[src/rtl/uart_pkg.sv]
// Shared UART definitions: transmit-arbiter FSM encoding, baud selector codes
// and default start timeout. Also used by uart_byte_tx and the benches.
package uart_pkg;

    // Transmit arbiter FSM states
    typedef enum logic [1:0] {
        IDLE      = 2'd0,
        LAUNCH    = 2'd1,
        WAIT_BUSY = 2'd2,
        WAIT_DONE = 2'd3
    } tx_state_e;

    // baud_set encodings understood by uart_byte_tx
    localparam logic [2:0] BAUD_9600   = 3'd0;
    localparam logic [2:0] BAUD_19200  = 3'd1;
    localparam logic [2:0] BAUD_38400  = 3'd2;
    localparam logic [2:0] BAUD_57600  = 3'd3;
    localparam logic [2:0] BAUD_115200 = 3'd4;

    // Cycles allowed between send_en and uart_state rising
    localparam int unsigned DEFAULT_START_TIMEOUT = 16;

    // Bit rate for a baud_set code; unknown codes fall back to 9600
    function automatic int unsigned baud_rate(input logic [2:0] code);
        unique case (code)
            BAUD_9600:   baud_rate = 9600;
            BAUD_19200:  baud_rate = 19200;
            BAUD_38400:  baud_rate = 38400;
            BAUD_57600:  baud_rate = 57600;
            BAUD_115200: baud_rate = 115200;
            default:     baud_rate = 9600;
        endcase
    endfunction

endpackage

[src/rtl/uart_tx_arbiter_rr_arbiter.sv]
// Combinational round-robin picker: first asserted req searching upward from
// last_grant+1, wrapping modulo NUM_REQ.
module rr_arbiter #(
    parameter  int unsigned NUM_REQ = 2,
    localparam int unsigned IDX_W   = (NUM_REQ > 1) ? $clog2(NUM_REQ) : 1
) (
    input  logic [NUM_REQ-1:0] req,
    input  logic [IDX_W-1:0]   last_grant,
    output logic [IDX_W-1:0]   winner,
    output logic               valid
);

    // One extra bit so last_grant + offset never overflows before the wrap
    logic [IDX_W:0] idx;

    // Scan offsets 1..NUM_REQ; the first hit wins, so last_grant is checked last
    always_comb begin
        winner = '0;
        valid  = 1'b0;
        idx    = '0;
        for (int unsigned off = 1; off <= NUM_REQ; off++) begin
            idx = {1'b0, last_grant} + (IDX_W + 1)'(off);
            if (idx >= (IDX_W + 1)'(NUM_REQ)) begin
                idx = idx - (IDX_W + 1)'(NUM_REQ);
            end
            if (!valid && req[idx[IDX_W-1:0]]) begin
                valid  = 1'b1;
                winner = idx[IDX_W-1:0];
            end
        end
    end

endmodule

[src/rtl/uart_tx_arbiter.sv]
// Shares one uart_byte_tx between NUM_REQ byte requesters. Latches the
// round-robin winner's byte, fires a single send_en, then follows
// uart_state/Tx_Done until the frame is out. Baud changes are held pending
// and only applied while idle.
module uart_tx_arbiter
    import uart_pkg::*;
#(
    parameter  int unsigned NUM_REQ       = 2,
    parameter  int unsigned START_TIMEOUT = DEFAULT_START_TIMEOUT,
    parameter  logic [2:0]  DEFAULT_BAUD  = BAUD_115200,
    localparam int unsigned IDX_W         = (NUM_REQ > 1) ? $clog2(NUM_REQ) : 1
) (
    input  logic                 Clk,
    input  logic                 Rst,
    input  logic [NUM_REQ-1:0]   req,
    input  logic [8*NUM_REQ-1:0] req_data,
    output logic [NUM_REQ-1:0]   ack,
    output logic [NUM_REQ-1:0]   done,
    input  logic [2:0]           cfg_baud,
    input  logic                 cfg_baud_wr,
    output logic [7:0]           data_byte,
    output logic                 send_en,
    output logic [2:0]           baud_set,
    input  logic                 Tx_Done,
    input  logic                 uart_state,
    output logic                 busy,
    output logic                 err_timeout,
    output logic [IDX_W-1:0]     last_grant
);

    localparam int unsigned CNT_W = $clog2(START_TIMEOUT + 1);

    tx_state_e            state_q, state_d;
    logic [NUM_REQ-1:0]   ack_q, ack_d;
    logic [NUM_REQ-1:0]   done_q, done_d;
    logic [7:0]           data_q, data_d;
    logic                 send_en_q, send_en_d;
    logic [2:0]           baud_q, baud_d;
    logic [2:0]           pend_q, pend_d;
    logic                 pend_valid_q, pend_valid_d;
    logic                 err_q, err_d;
    logic [IDX_W-1:0]     last_q, last_d;
    logic [CNT_W-1:0]     cnt_q, cnt_d;

    logic [IDX_W-1:0]     win;
    logic                 win_valid;

    rr_arbiter #(
        .NUM_REQ (NUM_REQ)
    ) u_rr_arbiter (
        .req        (req),
        .last_grant (last_q),
        .winner     (win),
        .valid      (win_valid)
    );

    // State and output registers; Rst aborts any transfer immediately
    always_ff @(posedge Clk) begin
        if (Rst) begin
            state_q      <= IDLE;
            ack_q        <= '0;
            done_q       <= '0;
            data_q       <= '0;
            send_en_q    <= 1'b0;
            baud_q       <= DEFAULT_BAUD;
            pend_q       <= '0;
            pend_valid_q <= 1'b0;
            err_q        <= 1'b0;
            last_q       <= IDX_W'(NUM_REQ - 1);
            cnt_q        <= '0;
        end else begin
            state_q      <= state_d;
            ack_q        <= ack_d;
            done_q       <= done_d;
            data_q       <= data_d;
            send_en_q    <= send_en_d;
            baud_q       <= baud_d;
            pend_q       <= pend_d;
            pend_valid_q <= pend_valid_d;
            err_q        <= err_d;
            last_q       <= last_d;
            cnt_q        <= cnt_d;
        end
    end

    // Next-state logic; ack, done and send_en are single-cycle pulses
    always_comb begin
        state_d      = state_q;
        ack_d        = '0;
        done_d       = '0;
        send_en_d    = 1'b0;
        data_d       = data_q;
        baud_d       = baud_q;
        pend_d       = pend_q;
        pend_valid_d = pend_valid_q;
        err_d        = err_q;
        last_d       = last_q;
        cnt_d        = cnt_q;

        unique case (state_q)
            IDLE: begin
                // Baud update and arbitration share this cycle
                if (pend_valid_q) begin
                    baud_d       = pend_q;
                    pend_valid_d = 1'b0;
                end
                if (win_valid) begin
                    data_d      = req_data[{win, 3'b000} +: 8];
                    ack_d[win]  = 1'b1;
                    last_d      = win;
                    state_d     = LAUNCH;
                end
            end
            LAUNCH: begin
                // send_en is registered, so it appears as WAIT_BUSY starts
                send_en_d = 1'b1;
                cnt_d     = '0;
                state_d   = WAIT_BUSY;
            end
            WAIT_BUSY: begin
                if (uart_state) begin
                    state_d = WAIT_DONE;
                end else if (Tx_Done) begin
                    // Frame finished before uart_state was ever seen high
                    done_d[last_q] = 1'b1;
                    state_d        = IDLE;
                end else if (cnt_q == CNT_W'(START_TIMEOUT - 1)) begin
                    err_d   = 1'b1;
                    state_d = IDLE;
                end else begin
                    cnt_d = cnt_q + CNT_W'(1);
                end
            end
            WAIT_DONE: begin
                if (Tx_Done) begin
                    done_d[last_q] = 1'b1;
                    state_d        = IDLE;
                end
            end
            default: state_d = IDLE;
        endcase

        // A write racing the idle apply becomes the next pending value
        if (cfg_baud_wr) begin
            pend_d       = cfg_baud;
            pend_valid_d = 1'b1;
        end
    end

    assign ack         = ack_q;
    assign done        = done_q;
    assign data_byte   = data_q;
    assign send_en     = send_en_q;
    assign baud_set    = baud_q;
    assign busy        = (state_q != IDLE);
    assign err_timeout = err_q;
    assign last_grant  = last_q;

endmodule

[config.mk]
export PLATFORM = sky130hd
export DESIGN_NAME = uart_tx_arbiter
export DESIGN_NICKNAME = d
export VERILOG_FILES = /design/src/rtl/uart_pkg.sv /design/src/rtl/uart_tx_arbiter_rr_arbiter.sv /design/src/rtl/uart_tx_arbiter.sv
export SDC_FILE = /design/constraint.sdc
export NUM_CORES = 1
export LEC_CHECK = 0
export ABC_AREA = 1
export CAP_MARGIN = 10
export CORE_ASPECT_RATIO = 1.1
export CORE_MARGIN = 3
export CORE_UTILIZATION = 39
export CTS_CLUSTER_DIAMETER = 120
export CTS_CLUSTER_SIZE = 12
export DETAILED_ROUTE_END_ITERATION = 6
export PLACE_DENSITY = 0.83
export SYNTH_ARGS = -nofsm -noshare
export SYNTH_HDL_FRONTEND = slang
export SYNTH_SLANG_ARGS = --single-unit
export TNS_END_PERCENT = 50
[constraint.sdc]
create_clock -name Clk -period 1.5 [get_ports Clk]
set_clock_uncertainty 0.2 [all_clocks]
set_input_delay 0.375 -clock Clk [delete_from_list [all_inputs] [get_ports Clk]]
set_output_delay 0.375 -clock Clk [all_outputs]
set_load 0.05 [all_outputs]
==> qor.csv <==
stage,metric,value,unit
outcome,status,"finished, violations left",
outcome,violations,negative setup slack,
worst_setup_path,cp.required,0.92,ns
global_routing,grt_use_total,18.94,%
clock_tree,cts_root_buf,clkbuf_4,
final_layout,syn_to_final_growth,79.86,%
routing,firstDrtPassIters,4,
synthesis,netlist_area,1230,um2
synthesis,yosysSeqAreaShare,47.20,%
timing,finalHoldViolations,0,
final_layout,fin_nets,263,
job,maxCapViolations,0,
floorplanning,core_area,2878,um2
synthesis,ys_warn_count,0,
worst_setup_path,critical_path_class,flop to primary output,
power,ir_worst_vdd,982.3,uV
timing,timing.fmax,628.5,MHz
floorplanning,die_h,64.90,um
synthesis,synth.avg_cell_area,7.235,um2
floorplanning,dieArea,3864,um2
power,power,2.697,mW
power,power_frac_seq,35.0,%
global_routing,grt_remaining_overflow,0,
routing,vias_per_cell,4.911,
timing,slew_headroom,71.39,%
power,p_leak,0.9741,nW
worst_setup_path,worstSetupEndpointType,primary output,
timing,holdWs,0.2705,ns
floorplanning,placementRows,20,
clock_tree,cts_hold_buf,0,
worst_hold_path,hp-class,flop to flop,
routing,postRouteAntennaNets,0,
routing,drtIter0Drc,62,
power,internal_power,1.811,mW
power,switchingPower,0.8857,mW
worst_setup_path,worstReg2RegStart,cnt_q[1]$_SDFFE_PP0P_,
worst_setup_path,critPathLaunchType,flop,
global_routing,grt_pass1_wl,5430,um
power,power_frac_comb,35.0,%
power,pwr_density_cell,1219,nW/um2
final_layout,n_antenna_cell,0,
placed_design,place_congestion,0.7673,
placed_design,portBuffers,44,
timing,finalWorstSetupSlack,-0.09118,ns
final_layout,final_cell_mix,"nor2_1, nand2_1, clkdlybuf4s50_1, dfxtp_1, buf_12",
timing,rsz0062_at_grt,true,
worst_setup_path,startpoint,state_q[1]$_SDFFE_PP0P_,
global_routing,antenna_found_initial,0,
timing,final-setup-viol-count,7,
clock_tree,h-tree-depth,2,
clock_tree,cts_tree,yes,
global_routing,grt_max_degree,13,
final_layout,stdcell_area,2212,um2
worst_hold_path,hp-start,pend_q[2]$_SDFFE_PP0P_,
routing,drc_errors,0,
clock_tree,numCtsBuffers,5,
routing,drt_wl_total,3516,um
floorplanning,fp.dieW,59.55,um
power,p_clk_share,30.0,%
synthesis,syn_inst,170,
synthesis,syn_nets,198,
timing,tightest_slew,0.4259,ns
timing,post-route-period-util,106.1,%
final_layout,layout-drive-gt1-share,31.78,%
routing,num_vias,1321,
clock_tree,path_clk_slew,0.10,ns
worst_setup_path,cp_max_fo,5,
floorplanning,pin_count,45,
placed_design,hpwl,2341,um
timing,finalCriticalPeriod,1.591,ns
power,netSwitchingFraction,32.84,%
synthesis,synth-seq-cells,29,
floorplanning,start_util,42.74,%
global_routing,first_global_vias,1262,
clock_tree,cts.sinks,29,
final_layout,fin_cells,269,
worst_setup_path,crit_arrival,1.02,ns
clock_tree,ctsLongestPathBuffers,2,
routing,wl_per_cell,13.07,um
synthesis,synth_cell_types,20,
clock_tree,clk_latency,0.34,ns
placed_design,placed_cell_area,1978,um2
placed_design,placed_cells,256,
timing,drv_slew,0,
path summary, 6_finish.rpt:
path	to	slack, ns	depth (start not counted)
hold / removal	baud_set[2]$_SDFFE_PP1P_	0.27	2
hold reg to reg	baud_set[2]$_SDFFE_PP1P_	0.27	2
setup reg to reg	cnt_q[4]$_SDFFE_PP0P_	-0.04	8
setup / recovery	busy	-0.09	3
worst max-delay path, cell delays in order (launching register included):
cell	delay, ns
dfxtp_2	0.37
nor2_4	0.11
inv_2	0.06
buf_12	0.14
state kept, by name, indices dropped and copies added, names as in the netlist:
signal,count
ack,2
baud_set,3
done,2
data_byte,8
cnt_q,5
state_q,2
pend_q,3
pend_valid_q,1
err_timeout,1
last_grant,1
send_en,1
kinds of logic (layout without fill, tap and decap cells):
| logic type | count (synthesis) | count (layout) | share of synthesized area [%] |
|---|---|---|---|
| simple gates | 91 | 92 | 31.64 |
| compound gates | 29 | 29 | 12.51 |
| flops | 29 | 29 | 47.20 |
| buf+inv | 19 | 84 | 6.613 |
| fa+ha+maj | 2 | 2 | 2.034 |
Yosys cell counts:
| cell | instances | area share [%] |
|---|---|---|
| nor3_1 | 3 | 1.2 |
| dfxtp_1 | 29 | 47 |
| clkbuf_1 | 2 | 0.61 |
| nor2_1 | 38 | 12 |
| a21oi_1 | 8 | 3.3 |
| nand4_1 | 1 | 0.51 |
| clkbuf_8 | 1 | 1.1 |
| inv_2 | 2 | 0.61 |
| o21ai_2 | 1 | 0.71 |
| a21oi_2 | 1 | 0.71 |
| nand3_4 | 1 | 1.4 |
| or2_0 | 1 | 0.51 |
| nand2_1 | 38 | 12 |
| nor2_4 | 2 | 1.8 |
| inv_1 | 14 | 4.3 |
| o21ai_0 | 18 | 7.3 |
| nor4_1 | 1 | 0.51 |
| nand3_1 | 6 | 2.4 |
| a31oi_1 | 1 | 0.51 |
| ha_1 | 2 | 2.0 |
layer usage:
| metal | part of all wire, % | vias up | track usage (%) |
|---|---|---|---|
| met5 | 0 | - | 0 |
| met3 | 8.1 | 6 | 9.363 |
| met1 | 40 | 598 | 19.80 |
| li1 | - | 677 | - |
| met4 | 1.6 | 0 | 8.864 |
| met2 | 51 | 40 | 31.15 |
power groups by stage:
stage | Combinational (mW) | Sequential (mW) | Clock (mW)
after global routing | 1.00 | 0.952 | 0.851
after floorplan | 0.256 | 1.13 | 0
final | 0.945 | 0.943 | 0.809
after CTS | 0.926 | 0.939 | 0.822
after detailed placement | 0.898 | 0.950 | 0
after global placement | 0.883 | 0.949 | 0
stage by stage:
stage	setup slack [ns]	TNS [ns]	utilization [%]
2_1_floorplan	-0.02735	-0.04594	-
3_3_place_gp	-0.2882	-4.687	68.74
3_5_place_dp	-0.3458	-5.519	68.74
4_1_cts	-0.09458	-0.3407	74.70
5_1_grt	-0.1519	-0.7821	76.87
6_report	-0.09118	-0.1998	76.87
layout make-up:
type,instances,area [um2]
inverters,16,65.06
repair buffers,60,757.0
multi-input cells,123,650.6
clock inverters,3,65.06
fillers,190,665.6
clock buffers,5,37.54
well taps,33,41.29
flip-flops and latches,29,595.6
what timing repair did:
item                       CTS  global route
gates cloned                 1             0
gates resized for setup     19            17
setup endpoints to repair    9            21
setup buffers                2             2
pin swaps                    9            12
(Power assumes the default switching activity.)
